**src/rtl/tic_tac_toe_pkg.sv**
```systemverilog
// Shared definitions for the tic-tac-toe pushbutton conditioner.
//   db_state_e   : per-button debouncer states
//   IDX_*        : bit positions of each button in the 5-bit vectors {C,D,U,R,L}
//   PRIO_ORDER   : arbitration order, highest priority first (C > U > D > L > R)
//   prio_grant() : one-hot grant of the highest-priority requesting button
package tic_tac_toe_pkg;

  typedef enum logic [1:0] {
    IDLE,
    PRESS_WAIT,
    PRESSED,
    RELEASE_WAIT
  } db_state_e;

  localparam int unsigned NUM_BTN = 5;
  localparam int unsigned IDX_L   = 0;
  localparam int unsigned IDX_R   = 1;
  localparam int unsigned IDX_U   = 2;
  localparam int unsigned IDX_D   = 3;
  localparam int unsigned IDX_C   = 4;

  localparam int unsigned PRIO_ORDER [NUM_BTN] = '{IDX_C, IDX_U, IDX_D, IDX_L, IDX_R};

  function automatic logic [NUM_BTN-1:0] prio_grant(input logic [NUM_BTN-1:0] req);
    logic [NUM_BTN-1:0] gnt;
    logic               found;
    gnt   = '0;
    found = 1'b0;
    for (int unsigned i = 0; i < NUM_BTN; i++) begin
      if (!found && req[PRIO_ORDER[i]]) begin
        gnt[PRIO_ORDER[i]] = 1'b1;
        found              = 1'b1;
      end
    end
    return gnt;
  endfunction

endpackage

```
**src/rtl/tic_tac_toe_debouncer.sv**
```systemverilog
// Single-button conditioner: 2-flop synchroniser, debounce FSM and stability
// counter. Optional auto-repeat when BTN_AUTOREPEAT_EN is defined.
//   clk_i   : clock
//   rst_ni  : asynchronous active-low reset
//   btn_i   : raw asynchronous button, active-high
//   level_o : debounced level (PRESSED or RELEASE_WAIT)
//   event_o : combinational press/repeat event, registered by the arbiter
module tic_tac_toe_debouncer
  import tic_tac_toe_pkg::*;
#(
  parameter int unsigned DEBOUNCE_CYCLES = 250000
`ifdef BTN_AUTOREPEAT_EN
  ,
  parameter int unsigned REPEAT_DELAY    = 12500000,
  parameter int unsigned REPEAT_RATE     = 5000000,
  parameter bit          REPEAT_EN       = 1'b1
`endif
) (
  input  logic clk_i,
  input  logic rst_ni,
  input  logic btn_i,
  output logic level_o,
  output logic event_o
);

  localparam int unsigned   CW       = $clog2(DEBOUNCE_CYCLES);
  localparam logic [CW-1:0] CNT_LAST = CW'(DEBOUNCE_CYCLES - 1);

  logic [1:0]    sync_q;
  logic          s;
  db_state_e     state_q, state_d;
  logic [CW-1:0] cnt_q, cnt_d;
  logic          press_ev;

  assign s = sync_q[1];

  always_ff @(posedge clk_i or negedge rst_ni) begin
    if (!rst_ni) begin
      sync_q  <= '0;
      state_q <= IDLE;
      cnt_q   <= '0;
    end else begin
      sync_q  <= {sync_q[0], btn_i};
      state_q <= state_d;
      cnt_q   <= cnt_d;
    end
  end

  always_comb begin
    state_d  = state_q;
    cnt_d    = cnt_q;
    press_ev = 1'b0;
    unique case (state_q)
      IDLE: begin
        if (s) begin
          state_d = PRESS_WAIT;
          cnt_d   = '0;
        end
      end
      PRESS_WAIT: begin
        if (!s) begin
          state_d = IDLE;
        end else if (cnt_q == CNT_LAST) begin
          state_d  = PRESSED;
          press_ev = 1'b1;
        end else begin
          cnt_d = cnt_q + 1'b1;
        end
      end
      PRESSED: begin
        if (!s) begin
          state_d = RELEASE_WAIT;
          cnt_d   = '0;
        end
      end
      RELEASE_WAIT: begin
        if (s) begin
          state_d = PRESSED;
        end else if (cnt_q == CNT_LAST) begin
          state_d = IDLE;
        end else begin
          cnt_d = cnt_q + 1'b1;
        end
      end
      default: state_d = IDLE;
    endcase
  end

  assign level_o = (state_q == PRESSED) || (state_q == RELEASE_WAIT);

`ifdef BTN_AUTOREPEAT_EN
  localparam int unsigned RMAX = (REPEAT_DELAY > REPEAT_RATE) ? REPEAT_DELAY : REPEAT_RATE;
  localparam int unsigned RCW  = (RMAX > 2) ? $clog2(RMAX) : 1;

  logic [RCW-1:0] rpt_q, rpt_d;
  logic           first_q, first_d;
  logic           rpt_ev;

  always_ff @(posedge clk_i or negedge rst_ni) begin
    if (!rst_ni) begin
      rpt_q   <= '0;
      first_q <= 1'b1;
    end else begin
      rpt_q   <= rpt_d;
      first_q <= first_d;
    end
  end

  // Counts only while staying in PRESSED; the first period is REPEAT_DELAY,
  // later ones REPEAT_RATE. Any other state restarts the delay.
  always_comb begin
    rpt_d   = '0;
    first_d = 1'b1;
    rpt_ev  = 1'b0;
    if (REPEAT_EN && (state_q == PRESSED) && s) begin
      first_d = first_q;
      rpt_d   = rpt_q + 1'b1;
      if (rpt_q == (first_q ? RCW'(REPEAT_DELAY - 1) : RCW'(REPEAT_RATE - 1))) begin
        rpt_ev  = 1'b1;
        rpt_d   = '0;
        first_d = 1'b0;
      end
    end
  end

  assign event_o = press_ev | rpt_ev;
`else
  assign event_o = press_ev;
`endif

endmodule

```
**src/rtl/tic_tac_toe_btn_cond.sv**
```systemverilog
// Pushbutton conditioner for the tic-tac-toe game FSM. Five debouncers feed a
// one-deep pending register per button; a fixed-priority arbiter (C>U>D>L>R)
// grants at most one registered one-cycle pulse per clock.
// Optional macro: BTN_AUTOREPEAT_EN (auto-repeat on L/R/U/D).
//   Clk                 : system clock
//   reset_n             : asynchronous active-low reset
//   u_BtnL..u_BtnC      : raw buttons, active-high
//   BtnL..BtnC          : one-cycle press pulses, at most one high per cycle
//   DPB[4:0]            : debounced levels {C,D,U,R,L}
module tic_tac_toe_btn_cond
  import tic_tac_toe_pkg::*;
#(
  parameter int unsigned DEBOUNCE_CYCLES = 250000
`ifdef BTN_AUTOREPEAT_EN
  ,
  parameter int unsigned REPEAT_DELAY    = 12500000,
  parameter int unsigned REPEAT_RATE     = 5000000
`endif
) (
  input  logic       Clk,
  input  logic       reset_n,
  input  logic       u_BtnL,
  input  logic       u_BtnR,
  input  logic       u_BtnU,
  input  logic       u_BtnD,
  input  logic       u_BtnC,
  output logic       BtnL,
  output logic       BtnR,
  output logic       BtnU,
  output logic       BtnD,
  output logic       BtnC,
  output logic [4:0] DPB
);

  logic [NUM_BTN-1:0] raw;
  logic [NUM_BTN-1:0] ev;
  logic [NUM_BTN-1:0] req, grant;
  logic [NUM_BTN-1:0] pend_q, pend_d;
  logic [NUM_BTN-1:0] out_q;

  assign raw = {u_BtnC, u_BtnD, u_BtnU, u_BtnR, u_BtnL};

  for (genvar g = 0; g < NUM_BTN; g++) begin : g_btn
    tic_tac_toe_debouncer #(
      .DEBOUNCE_CYCLES (DEBOUNCE_CYCLES)
`ifdef BTN_AUTOREPEAT_EN
      ,
      .REPEAT_DELAY    (REPEAT_DELAY),
      .REPEAT_RATE     (REPEAT_RATE),
      .REPEAT_EN       (g != IDX_C)
`endif
    ) u_db (
      .clk_i   (Clk),
      .rst_ni  (reset_n),
      .btn_i   (raw[g]),
      .level_o (DPB[g]),
      .event_o (ev[g])
    );
  end

  // New events join the pending set before arbitration so an uncontended
  // press is granted in the same cycle it arrives.
  always_comb begin
    req    = pend_q | ev;
    grant  = prio_grant(req);
    pend_d = req & ~grant;
  end

  always_ff @(posedge Clk or negedge reset_n) begin
    if (!reset_n) begin
      pend_q <= '0;
      out_q  <= '0;
    end else begin
      pend_q <= pend_d;
      out_q  <= grant;
    end
  end

  assign BtnL = out_q[IDX_L];
  assign BtnR = out_q[IDX_R];
  assign BtnU = out_q[IDX_U];
  assign BtnD = out_q[IDX_D];
  assign BtnC = out_q[IDX_C];

endmodule

```
**config.mk**
```make
export PLATFORM = sky130hd
export DESIGN_NAME = tic_tac_toe_btn_cond
export DESIGN_NICKNAME = d
export VERILOG_FILES = /design/src/rtl/tic_tac_toe_pkg.sv /design/src/rtl/tic_tac_toe_debouncer.sv /design/src/rtl/tic_tac_toe_btn_cond.sv
export SDC_FILE = /design/constraint.sdc
export NUM_CORES = 1
export LEC_CHECK = 0
export ABC_AREA = 1
export BUFFER_PORTS_ARGS = -buffer_cell sky130_fd_sc_hd__buf_2
export CAP_MARGIN = 30
export CORE_MARGIN = 2
export CORE_UTILIZATION = 45
export CTS_CLUSTER_SIZE = 20
export DETAILED_ROUTE_END_ITERATION = 10
export SYNTH_ARGS = -nofsm -noshare
export SYNTH_HDL_FRONTEND = slang
export SYNTH_HIERARCHICAL = 1
export SYNTH_SLANG_ARGS = --single-unit
```
**constraint.sdc**
```tcl
create_clock -name Clk -period 5.35 [get_ports Clk]
set_clock_uncertainty 0.15 [all_clocks]
set_input_delay 1.07 -clock Clk [delete_from_list [all_inputs] [get_ports Clk]]
set_output_delay 1.07 -clock Clk [all_outputs]
set_load 0.1 [all_outputs]
```
---- Yosys cells after proc, flatten, opt, wreduce, memory -nomap -nowiden ----
Cells that the tools add are included.
operators by class
  add/subtract/negate cells ............... 5
  equal/unequal tests ..................... 50
  multiplexer cells ....................... 88
  bitwise logic cells ..................... 3
  reduce and logical (&&, ||, !) cells .... 28
operators by type and width
  operator                                                                  count
  18-bit two-way mux                                                        25
  18-bit one-hot mux with 4 select lines                                    5
  18-bit by 1-bit adder with 18-bit output (second input constant)          5
  18-bit equality test (second input constant)                              5
  2-bit two-way mux                                                         30
  2-bit one-hot mux with 4 select lines                                     5
  4-bit AND reduction                                                       10
  1-bit two-way mux                                                         23
  2-bit equality test (second input constant)                               10
  2-bit by 1-bit inequality test with 1-bit output (second input constant)  10
  2-bit inequality test (second input constant)                             10
  3-bit by 1-bit inequality test with 1-bit output (second input constant)  5
  3-bit inequality test (second input constant)                             5
  2-bit by 1-bit equality test with 1-bit output (second input constant)    5
  2-bit logical NOT                                                         5
  5-bit AND                                                                 1
  1-bit logical OR                                                          5
  5-bit inverter                                                            1
  5-bit OR                                                                  1
  1-bit logical AND                                                         4
  1-bit logical NOT                                                         4
word-level totals
  register bits after elaboration ......... 120
  input port bits ......................... 7
  output and inout port bits .............. 10
  logic and storage cells ................. 191

---- Depth between registers and ports, before layout ----
Gate-level depths: netlist of run 1.
  depth after elaboration ................. 20
  mapped depth ............................ 10
  gate-level depth less buffers ........... 10

---- Modules after synthesis ----
The synthesis of run 1 kept the hierarchy.
by module, submodules not included
  module                                      instances  cells each  area an instance (µm²)  sequential area each (µm²)
  tic_tac_toe_debouncer at g_btn[0].u_db ...  4          223         1475.2                  550.5
  tic_tac_toe_debouncer at g_btn[4].u_db      1          218         1445.1                  550.5
  tic_tac_toe_btn_cond                        1          27          339.1                   225.2

---- Worst setup path before layout of run 1 ----
No wires, ideal clock.
  path type ............................... register -> output
  start ................................... reg (tool-made name)
  end ..................................... out DPB[0]
  data arrival time ....................... 1.221 ns
  data required time ...................... 4.130 ns
  slack ................................... 2.909 ns
  stages on the path, launching flop included .. 2
  path buffers ............................ 1
  cell sequence ........................... dfrtp_1 > clkbuf_1
RTL lines
  element        RTL line                    RTL
  end, declared  tic_tac_toe_btn_cond.sv:32  output logic [4:0] DPB

==> key figures, run 1 <==
Final layout
  – Fin area: 8460 um2
  – # diodes: 0
  – Non-Filler Instances: 1376
  – Fin util: 50.8%
  – Area grow syn2layout: 10.1%
  – Layout cells sized above 1: 9.78%
  – Commonest cells after routing, fill and taps aside: 341 x nand2_1, 148 x inv_1, 144 x nor2_1
  – Post-layout nets: 1155
  – Most common cell after layout, fill and taps aside: nand2_1

CTS
  – CTS max path bufs: 2
  – Post-CTS setup buffer count: 0
  – CTS tree: built
  – Clk_lat worst skew: 0.42 ns
  – CTS Root Cell: clkbuf_16
  – Hold Buf Count CTS: 0
  – Clock slew at reported path FFs: 0.05 ns
  – Resize count post-CTS: 0
  – CTS buffer count: 17
  – TritonCTS sink count: 119
  – Htree depth: 4

Floorplan
  – IO Count: 17
  – Row count: 47
  – Die Y-Extent: 135 um
  – Die X: 135 um
  – Core area: 16600 um2
  – Die ar.: 18100 um2
  – Initial Util: 46.2%

Place
  – IO buf count: 16
  – DP HPWL: 12800 um
  – Placed inst area: 7850 um2
  – RePlAce Congestion: 0.886
  – Cells after DPL: 1344
  – Dpl ws: 2.99 ns

Setup path
  – Worst EP arrival: 1.31 ns
  – Critical-path top delay cell: buf_2
  – Worst EP required: 4.13 ns
  – Crit start category: flip-flop
  – Critical path capture point type: output port
  – Reg-to-reg startpoint: g_btn[4].u_db/cnt_q[0]
  – Flop2flop setup slack: 2.97 ns
  – Crit-path cells: buf_2
  – R2R depth: 9
  – CP top delay family: buffers and inverters
  – Crit path largest cell delay: 0.46 ns
  – Peak fanout along the critical path: 5
  – WP buf/inv: 1
  – Reg2Reg Capture Point: pend_q[1]
  – Critical path class: reg2out

Yosys
  – Synthesized area: 7680 um2
  – Post-synthesis cell type count: 29
  – Post-Synth Adder-Cell Area: 0.814%
  – Synthesis-stage register bit count: 119
  – Sequential element share of the synthesized area: 38.7%
  – Post-synth top area cell: dfrtp_1
  – Simple-gate share of the synthesized area: 40.4%
  – Synthesized instance count: 1137
  – Syn nets: 1149
  – Xor-xnor portion of the synthesized cell area: 2.39%
  – Main combinational cell family by area after synthesis: simple AND/OR/NAND/NOR gates
  – Post-synthesis mux area share: 0%
  – Top post-synthesis cells by area: dfrtp_1 39%, nand2_1 17%, nand3_1 9.0%, inv_1 7.2%, nor2_1 7.0%
  – Mean post-synth cell area: 6.76 um2
  – Share of the synthesized area in the top cell type: 38.7%
  – Synth Area in Compound Gates: 7.47%
  – Synth warn: 6

Global routing
  – Total GRT Usage: 21.0%
  – Grt ovf: 0
  – First-pass GRT wire length: 30800 um
  – Vias in the first global route: 6435
  – Largest net degree at the start of global routing: 93
  – Initial antenna violation count: 0

Timing
  – Timing-limited maximum frequency: 396 MHz
  – RSZ-0062 raised after global routing: false
  – Fin. Hold Viols: 0
  – Final worst slack: 2.82 ns
  – Final setup TNS: 0 ns
  – Slew at the pin closest to its max-slew limit: 0.828 ns
  – Max-slew violations: 0
  – Tcrit/Tclk final: 47.3%
  – Max-slew headroom: 44.8%
  – Fin Hold WS: 0.197 ns
  – Period minus WS final: 2.53 ns
  – Final setup vio count: 0

Power and ir drop
  – LEAKAGE: 3.82 nW
  – Pwr Total: 2.23 mW
  – Pwr dens: 263 nW/um2
  – Max VDD drop: 0.000268 V

Worst hold path
  – WHS Path Cells: 0
  – Hold/Removal Path Class: reg2reg
  – Min-delay src: g_btn[4].u_db/sync_q[0]
  – Worst Hold End: g_btn[4].u_db/sync_q[1]

Drt
  – Vias per inst: 4.99
  – Vias: 6862
  – Final wirelength: 17700 um
  – Post-DR wirelength/cell: 12.8 um
  – DR pass1 iterations: 5
  – DR DRC count: 0
  – Post-route ant nets: 0
  – Initial drt markers: 365

Job
  – Max-cap violations: 0

Status
  – Outcome: completed
report_power, final:
group	switching (mW)	internal [mW]
logic	0.0639	0.0235
clock network	0.413	0.774
registers	0.0314	0.920
total	0.508	1.72
worst max-delay path by stage:
| stage | start | to | slack [ns] | cells after the start |
|---|---|---|---|---|
| after CTS | flip-flop | DPB[2] | 2.81 | 1 |
| final | flip-flop | DPB[3] | 2.82 | 1 |
| after floorplan | flip-flop | DPB[0] | 2.91 | 1 |
| after global routing | g_btn[4].u_db/cnt_q[0] | pend_q[1] | 2.62 | 9 |
| after global placement | g_btn[4].u_db/cnt_q[0] | pend_q[1] | 3.01 | 9 |
| after detailed placement | g_btn[4].u_db/cnt_q[0] | pend_q[1] | 2.99 | 9 |
Yosys cell counts (all sizes together):
| library cell | number |
|---|---|
| nor2 | 168 |
| buf | 21 |
| xnor2 | 5 |
| nand2 | 346 |
| dfrtp | 119 |
| a21oi | 2 |
| or2 | 6 |
| nand4 | 24 |
| nand3 | 149 |
| xor2 | 16 |
| ha | 5 |
| o21ai | 100 |
| clkbuf | 9 |
| nor3 | 6 |
| inv | 153 |
| o21bai | 2 |
| nor4 | 6 |
cell families after synthesis:
kind of cell | Yosys count
flops | 119
simple gates | 705
buf+inv | 183
fa+ha+maj | 5
xor+xnor | 21
compound gates | 104
flip-flops by register name (all words and copies together) (netlist names), named ones only:
name,count
g_btn.u_db/state_q,5
out_q,5
g_btn.u_db/cnt_q,90
g_btn.u_db/sync_q,10
pend_q,4
metal layers:
metal / part of all wire (%) / GRT usage (%)
met3: 3.2 / 3.94
met5: 0 / 0
met4: 1.5 / 6.37
met2: 47 / 34.2
met1: 48 / 28.4
layout make-up:
class,count,area (um2)
Tap cell,220,275
Clock buffer,18,429
Fill cell,1689,8180
Timing Repair Buffer,17,93.8
Clock inverter,14,183
Multi-Input combinational cell,835,3930
Inverter,153,574
Sequential cell,119,2980
(Power assumes the default switching activity.)
==> run 2: changes to the inputs <==
Clock period 5.35 ns to 2.3 ns, I/O delays scaled along.
==> key figures, run 2 (synthesis gave the netlist of run 1 again) <==
Floorplan
  – Row count: 47 (unchanged)
  – Die ar.: 18100 um2 (unchanged)
  – Initial Util: 46.2% (unchanged)
  – Die Y-Extent: 135 um (unchanged)
  – IO Count: 17 (unchanged)
  – Core area: 16600 um2 (unchanged)
  – Die X: 135 um (unchanged)

Timing
  – RSZ-0062 raised after global routing: false
  – Final setup TNS: 0 ns (unchanged)
  – Slew at the pin closest to its max-slew limit: 0.510 ns (-0.318 ns)
  – Fin. Hold Viols: 0 (unchanged)
  – Max-slew violations: 0 (unchanged)
  – Max-slew headroom: 66.2% (+21 points)
  – Final setup vio count: 0 (unchanged)
  – Period minus WS final: 2.05 ns
  – Tcrit/Tclk final: 88.9%
  – Timing-limited maximum frequency: 489 MHz

Drt
  – Vias: 6901 (+0.57%)
  – DR pass1 iterations: 5 (unchanged)
  – Vias per inst: 4.96 (-0.44%)
  – DR DRC count: 0 (unchanged)
  – Post-DR wirelength/cell: 12.7 um (-1.2%)
  – Post-route ant nets: 0 (unchanged)
  – Final wirelength: 17600 um (-0.19%)
  – Initial drt markers: 473 (+30%)

Global routing
  – Grt ovf: 0 (unchanged)
  – Largest net degree at the start of global routing: 66 (-29%)
  – Vias in the first global route: 6251 (-2.9%)
  – Initial antenna violation count: 0 (unchanged)
  – Total GRT Usage: 20.7% (-0.27 points)
  – First-pass GRT wire length: 30400 um (-1.2%)

Setup path
  – CP top delay family: simple AND/OR/NAND/NOR gates
  – Worst EP required: 2.48 ns (-1.65 ns)
  – Critical-path top delay cell: dfrtp_1
  – Crit-path cells: ha_1 > nand3_1 > nor2_1 > nand3_2 > nand2_4 > nand2_1 > o21ai_1
  – WP depth: 7 (+6)
  – Worst EP arrival: 2.22 ns (+0.91 ns)
  – Crit start category: flip-flop
  – Peak fanout along the critical path: 27 (+22)
  – Critical path class: reg2reg
  – Crit path largest cell delay: 0.50 ns (+0.04 ns)
  – WP buf/inv: 0 (-1)
  – Critical path capture point type: flip-flop
  – R2R depth: 7 (-2)

Final layout
  – Area grow syn2layout: 11.3%
  – Post-layout nets: 1171 (+1.4%)
  – Non-Filler Instances: 1390 (+1.0%)
  – Max reg flops: 90 (unchanged)
  – Commonest cells after routing, fill and taps aside: 341 x nand2_1, 148 x inv_1, 144 x nor2_1
  – # diodes: 0 (unchanged)
  – Layout cells sized above 1: 10.3% (+0.57 points)
  – Top reg by flops: g_btn.u_db/cnt_q
  – Top Registers: g_btn.u_db/cnt_q: 90 flops, g_btn.u_db/sync_q: 10 flops
  – Most common cell after layout, fill and taps aside: nand2_1

Place
  – RePlAce Congestion: 0.889 (+0.28%)
  – IO buf count: 16 (unchanged)
  – Cells after DPL: 1354 (+0.74%)
  – DP HPWL: 12800 um (about the same)

Worst hold path
  – Hold/Removal Path Class: reg2reg
  – WHS Path Cells: 0 (unchanged)

CTS
  – Clk_lat worst skew: 0.42 ns (about the same)
  – CTS tree: built
  – TritonCTS sink count: 119 (unchanged)
  – Htree depth: 4 (unchanged)
  – CTS max path bufs: 2 (unchanged)
  – Clock slew at reported path FFs: 0.05 ns (about the same)
  – Resize count post-CTS: 0 (unchanged)
  – CTS buffer count: 17 (unchanged)
  – CTS Root Cell: clkbuf_16

Power and ir drop
  – LEAKAGE: 3.88 nW (+1.5%)
  – Max VDD drop: 0.000472 V (+76%)
  – Pwr dens: 577 nW/um2 (+120%)

Status
  – Outcome: completed

Job
  – Max-cap violations: 0 (unchanged)
run 2: changes by cell type in the layout (fill, tap and decap cells not counted), sizes merged:
cell / previous run / this run
buf: 17 / 27
dlygate4sd3: 0 / 6
clkbuf: 18 / 22
bufinv: 4 / 1
clkinv: 8 / 5
run 2: timing repair:
action / CTS / global route
hold buffers: 6 / 0
hold endpoints to repair: 29 / 0
setup buffers: 0 / 0
run 2: layout make-up:
class	instances	area, um2
multi-input combinational	835	3930
fill	1640	8090
timing repair buffer	33	241
inverter	153	574
clock inverter	8	73.8
sequential	119	2980
tap	220	275
clock buffer	22	484
run 2: metrics by stage:
stage | setup WS [ns] | power [mW] | util (%) | area, um2 | hold slack (ns)
global placement | 0.313 | 2.47 | 47.7 | 7940 | 0.184
detailed placement | 0.278 | 2.47 | 47.7 | 7940 | 0.188
CTS | 0.241 | 5.01 | 51.4 | 8550 | 0.200
floorplan | 0.329 | 2.38 | - | 7680 | 0.0144
global route | 0.00813 | 5.16 | 51.4 | 8550 | 0.201
finish | 0.255 | 4.94 | 51.4 | 8550 | 0.195
run 2: routing by layer:
metal / vias up / GRT usage (%) / share of wire (%)
met5: - / 0 / 0
met4: 0 / 5.26 / 0.77
met3: 10 / 3.75 / 3.0
met2: 93 / 32.0 / 45
met1: 3152 / 30.0 / 51
li1: 3646 / - / -
run 2: final timing paths:
| kind | end | startpoint | slack, ns |
|---|---|---|---|
| min reg2reg | g_btn[4].u_db/sync_q[1] | g_btn[4].u_db/sync_q[0] | 0.20 |
| min | g_btn[4].u_db/sync_q[1] | g_btn[4].u_db/sync_q[0] | 0.20 |
| min in group asynchronous | g_btn[3].u_db/cnt_q[8] | reset_n | 0.33 |
| max in group asynchronous | asynchronous set/reset pin | reset_n | 0.99 |
| max | g_btn[1].u_db/cnt_q[5] | g_btn[1].u_db/cnt_q[0] | 0.25 |
| max reg2reg | g_btn[1].u_db/cnt_q[5] | g_btn[1].u_db/cnt_q[0] | 0.25 |
run 2: power breakdown:
part           internal [mW]  leakage (nW)  total, mW  switching [mW]
Sequential              2.14          1.62       2.21          0.0665
Combinational         0.0696          1.99      0.228           0.158
Clock                   1.58         0.274       2.50           0.924
